--- src/rtl/led_blink_bank.sv ---
// Bank of independent LED channels. Each channel has a free-running counter and
// drives a registered LED that can be off, on, blinking from a counter tap, or PWM.
module led_blink_bank #(
    parameter int N_CH     = 3,
    parameter int CNT_W    = 32,
    parameter int TAP_BASE = 20,
    parameter int PWM_W    = 8
) (
    input  logic                  CLK,
    input  logic                  RST,
    input  logic [N_CH-1:0]       ch_en,
    input  logic [N_CH-1:0]       cnt_clr,
    input  logic [2*N_CH-1:0]     mode,
    input  logic [2*N_CH-1:0]     tap_sel,
    input  logic [PWM_W*N_CH-1:0] duty,
    output logic [N_CH-1:0]       LED,
    output logic [N_CH-1:0]       wrap
);

    localparam logic [1:0] MODE_OFF   = 2'b00;
    localparam logic [1:0] MODE_BLINK = 2'b01;
    localparam logic [1:0] MODE_PWM   = 2'b10;
    localparam logic [1:0] MODE_ON    = 2'b11;

    for (genvar i = 0; i < N_CH; i++) begin : g_ch
        logic [CNT_W-1:0] cnt;
        logic [1:0]       ch_mode;
        logic [1:0]       ch_tap;
        logic [PWM_W-1:0] ch_duty;
        logic             led_next;
        logic             led_q;
        logic             wrap_q;

        assign ch_mode = mode[2*i +: 2];
        assign ch_tap  = tap_sel[2*i +: 2];
        assign ch_duty = duty[PWM_W*i +: PWM_W];

        // LED level is decided from the count as it stands before this edge.
        always_comb begin
            // NOTE: default first so every path assigns led_next and no latch is inferred.
            led_next = 1'b0;
            case (ch_mode)
                MODE_OFF:   led_next = 1'b0;
                MODE_BLINK: led_next = cnt[TAP_BASE + int'(ch_tap)];
                MODE_PWM:   led_next = (cnt[PWM_W-1:0] < ch_duty);
                MODE_ON:    led_next = 1'b1;
                default:    led_next = 1'b0;
            endcase
        end

        always_ff @(posedge CLK) begin
            // NOTE: non-blocking assignments keep every register sampling pre-edge values.
            if (RST) begin
                cnt    <= '0;
                led_q  <= 1'b0;
                wrap_q <= 1'b0;
            end else begin
                led_q  <= led_next;
                wrap_q <= 1'b0;
                if (cnt_clr[i]) begin
                    cnt <= '0;
                end else if (ch_en[i]) begin
                    cnt    <= cnt + CNT_W'(1);
                    wrap_q <= &cnt;
                end
            end
        end

        assign LED[i]  = led_q;
        assign wrap[i] = wrap_q;
    end

endmodule

--- config.mk ---
export PLATFORM = sky130hd
export DESIGN_NAME = led_blink_bank
export DESIGN_NICKNAME = d
export VERILOG_FILES = /design/src/rtl/led_blink_bank.sv
export SDC_FILE = /design/constraint.sdc
export NUM_CORES = 1
export LEC_CHECK = 0
export BUFFER_PORTS_ARGS = -buffer_cell sky130_fd_sc_hd__buf_4
export CAP_MARGIN = 20
export CORE_ASPECT_RATIO = 1.75
export CORE_MARGIN = 2
export CORE_UTILIZATION = 36
export CTS_BUF_LIST = sky130_fd_sc_hd__clkbuf_4
export DETAILED_ROUTE_END_ITERATION = 10
export GPL_ROUTABILITY_DRIVEN = 0
export MAX_ROUTING_LAYER = met4
export PLACE_DENSITY = 0.5
export SLEW_MARGIN = 25
export SYNTH_ARGS = -nofsm -noshare
export SYNTH_HDL_FRONTEND = slang
export SYNTH_SLANG_ARGS = --single-unit
--- constraint.sdc ---
create_clock -name CLK -period 6.75 [get_ports CLK]
set_clock_uncertainty 0.05 [all_clocks]
set_input_delay 2.025 -clock CLK [delete_from_list [all_inputs] [get_ports CLK]]
set_output_delay 2.025 -clock CLK [all_outputs]
set_load 0.05 [all_outputs]
## After elaboration in Yosys (flattened, before gate mapping)

Index checks and enable logic that the tools add are counted.

| storage, ports and cells | value |
|---|---|
| output and inout bits | 6 |
| register bits | 102 |
| word-level logic and storage cells | 57 |
| input bits | 44 |

| cells by class | value |
|---|---|
| $add $sub $neg | 6 |
| equality and inequality tests | 9 |
| reduce and logical (&&, ||, !) cells | 12 |
| muxes and demuxes | 12 |
| $lt $le $gt $ge | 6 |
| bitwise logic cells | 3 |

Operators by type and width:

| kind | number |
|---|---|
| 32-bit by 1-bit adder with 32-bit output, second input constant | 3 |
| 32-bit AND reduction | 3 |
| 8-bit less-than comparator | 3 |
| 5-bit by 2-bit adder with 6-bit output, first input constant | 3 |
| 6-bit less-than comparator, second input constant | 3 |
| 1-bit binary-select mux with 5-bit select | 3 |
| 2-bit == test, second input constant | 6 |
| 1-bit one-hot mux with 4 select lines | 3 |
| 3-bit OR reduction | 3 |
| 2-bit by 1-bit == test with 1-bit output, second input constant | 3 |
| 2-bit logical NOT | 3 |
| 1-bit two-way mux | 6 |
| 2-bit OR reduction | 3 |
| 1-bit NOT | 3 |

## Longest topological paths before layout

| depth | value |
|---|---|
| word-level depth | 5 |
| gate-level depth with buffers | 7 |
| depth with buffers taken out | 6 |

## Worst setup path before layout

No wires, ideal clock.

| path | value |
|---|---|
| path kind | input to register |
| from | in ch_en[2] |
| to | reg g_ch[2].cnt[25] |
| data required time | 6572 ps |
| path slack | 3056 ps |
| buffers on the path | 1 |
| library setup time | 128 ps |
| arrival | 3516 ps |
| stages on the path | 6 |
| path through | buf_2 > nand4_1 > nor4b_1 > nand4_1 > xor2_1 > nor2_1 |

RTL lines:

| what | line | source |
|---|---|---|
| from (decl) | 11 | `input logic [N_CH-1:0] ch_en,` |
| to (signal assigned) | 63 | `cnt <= cnt + CNT_W'(1);` |
| to (decl) | 26 | `logic [CNT_W-1:0] cnt;` |

==> results.py <==
metrics = {
    "power_and_ir_drop": {
        "power_uw": 990.6,
        "p_int_uw": 745.6,
        "vdd_ir_drop_max_v": 0.0001026,
        "p_seq_frac": 0.613,
        "p_sw_uw": 245.0,
        "p_clk_frac": 0.329,
        "netSwitchingFraction": 0.2473,
        "pwr-share-comb": 0.057,
        "power.density_nw_per_um2": 173.8,
        "leakagePower_uw": 0.002075,
    },
    "layout": {
        "post-route-util": 0.4118,
        "mostFrequentLayoutCell": "dfxtp_1",
        "final_cell_mix": "102 x dfxtp_1, 98 x nor2_1, 49 x buf_4",
        "nets": 703,
        "stdcell_area_um2": 5698,
        "drive_above_1_share": 0.1172,
        "seq_area_um2": 2042,
        "syn_to_final_growth_pct": 12.20,
        "multiInputGateArea_um2": 2808,
        "fillerInstances": 1439,
    },
    "critical_path": {
        "arrival_ns": 3.83,
        "path_max_fanout": 9,
        "endpoint_kind": "flip-flop",
        "worstSetupPathType": "in -> reg",
        "critPathRequiredTime_ns": 7.09,
        "cp-start-kind": "input pin",
    },
    "timing": {
        "slew_viol_final": 0,
        "finalHoldViolations": 0,
        "period_share": 0.5176,
        "max_freq_mhz": 286.2,
        "slew_headroom": 0.4623,
        "finalSetupViolations": 0,
        "rsz0062_at_grt": "no",
        "fin_crit_ns": 3.494,
        "final.setup.tns_ns": 0,
        "worst_pin_slew_ns": 0.8004,
    },
    "clock_network": {
        "tritoncts": "yes",
        "cts_sinks": 102,
        "cts.path.max_buffers": 2,
        "post_cts_buffers": 0,
        "root_buffer": "clkbuf_4",
        "cts_hold_buf": 0,
        "post_cts_resize_count": 0,
        "h-tree-depth": 3,
        "clk_latency_ns": 0.46,
        "numCtsBuffers": 9,
        "clk_pin_slew_ns": 0.16,
    },
    "drt": {
        "routedWlPerCell_um": 13.37,
        "vias_per_cell": 5.108,
        "first_pass_iters": 4,
        "vias": 4178,
        "ant_nets": 0,
        "drtIter0Drc": 129,
        "wl_mm": 10.94,
        "drc": 0,
    },
    "global_routing": {
        "antenna_found_initial": 1,
        "grt_pass1_vias": 4020,
        "grt_start_max_net_pins": 34,
        "grt_pass1_wl_mm": 18.28,
        "grt_use_total": 0.1541,
        "grt-ovfl-total": 0,
    },
    "synth": {
        "synth.yosys.seq_area_share": 0.4021,
        "synth_compound_area_frac": 0.04730,
        "synth_seq_cells": 102,
        "synth_top_family_by_area": "simple AND/OR/NAND/NOR gates",
        "yosys.cell_types.count": 36,
        "post-synth-top-area-fraction": 0.4021,
        "synthMuxAreaShare": 0.01922,
        "yosys.area_share.simple": 0.2915,
        "synth_adder_area_share": 0.05913,
        "synthArstFlopShare": 0,
        "synth.avg_cell_area_um2": 8.464,
        "synth_xor_xnor_area_share": 0.1345,
        "synthFlopType": "dfxtp_1",
        "netlist_instances": 600,
        "synth_top_cell_by_area": "dfxtp_1",
        "synth_edf_count": 0,
        "synth_warnings": 0,
        "syn_area_um2": 5079,
        "syn_nets": 668,
        "yosys-top-cells-area": "dfxtp_1 40%, xor2_1 8.1%, nor2_1 7.2%, ha_1 5.9%, xnor2_1 5.3%",
    },
    "die": {
        "core_area_um2": 13840,
        "io_pins": 50,
        "die_w_um": 93.79,
        "die_area_um2": 15110,
        "die_y_um": 161.1,
        "rows": 57,
        "start_util": 0.3671,
    },
    "placed_design": {
        "port_buffers": 49,
        "placed_area_um2": 5549,
        "dpl.hpwl_mm": 8.131,
    },
    "run": {
        "max-cap-violations": 0,
    },
    "worst_hold_path": {
        "hold_path.class": "reg -> reg",
    },
    "status": {
        "status": "finished clean",
    },
}
==> cell usage after synthesis (all sizes together) (2+ instances only) <==
library cell  instances
a21oi                17
a31o                  2
and2                  4
and3                 14
and4                 14
buf                   9
clkbuf               16
dfxtp               102
ha                   24
inv                  31
mux2i                 3
mux4                  3
nand2                42
nand3                28
nand4                36
nor2                 98
nor2b                 3
nor3                 12
nor3b                 6
nor4                 12
o211ai                2
o21ai                21
or2                   3
or3                  12
or4                   3
xnor2                31
xor2                 47
==> power by group through the flow <==
stage,Combinational (µW),Sequential [µW],Clock (µW)
6_report,56.9,607,326
5_1_grt,63.5,608,363
4_1_cts,58.4,608,341
3_5_place_dp,58.1,620,0
3_3_place_gp,56.9,620,0
2_1_floorplan,32.1,620,0
==> routing by layer <==
metal	GRT usage	vias to the layer above	share of wire
met3	0.02379	23	0.032
met5	-	-	0
met4	0.07708	0	0.033
met2	0.2708	77	0.53
li1	-	2128	-
met1	0.1649	1950	0.41
==> registers in the layout (all words and copies together), names as in the netlist <==
name and count:
g_ch.led_q 3, g_ch.wrap_q 3, g_ch.cnt 96
==> critical path, stage by stage <==
cell and delay, ns:
buf_4 0.12, nand4_1 0.30, nor3_2 0.66, nand3_1 0.22, or3_1 0.35, a21oi_1 0.14
==> cells by family (layout without fill, tap and decap cells) <==
logic type | Yosys count | in the layout
muxes | 6 | 6
xor gates and xnor gates | 78 | 78
adders and majority gates | 24 | 24
buffers and inverters | 56 | 96
AOI/OAI and AO/OA | 44 | 44
other | 0 | 1
DFF | 102 | 102
and+or+nand+nor | 290 | 290
==> area by class of cell <==
| cell class | instances | area share |
|---|---|---|
| diodes | 1 | 0.0004392 |
| clock buffers | 9 | 0.01186 |
| clock inverters | 7 | 0.01274 |
| inverters | 31 | 0.02042 |
| multi-input cells | 442 | 0.4928 |
| flip-flops and latches | 102 | 0.3584 |
| well taps | 177 | 0.03887 |
| repair buffers | 49 | 0.06456 |
==> through the flow <==
| stage | setup WS (ns) | hold WS [ns] | std cells |
|---|---|---|---|
| detailed placement | 2.678 | 0.3983 | 801 |
| global placement | 2.729 | 0.3907 | 801 |
| CTS | 3.184 | 0.4197 | 817 |
| floorplan | 3.056 | 0.3705 | 600 |
| finish | 3.256 | 0.4101 | 818 |
| global route | 3.029 | 0.4372 | 818 |
==> path summary, 6_finish.rpt <==
check                        from               to  slack (ns)  cells after the start
hold / removal    g_ch[0].cnt[31]   g_ch[0].wrap_q        0.41                      2
setup / recovery         ch_en[2]  g_ch[2].cnt[28]        3.26                      6
setup reg to reg  g_ch[0].cnt[15]  g_ch[0].cnt[30]        4.41                      5
hold reg to reg   g_ch[0].cnt[31]   g_ch[0].wrap_q        0.41                      2
(Power assumes the default switching activity.)
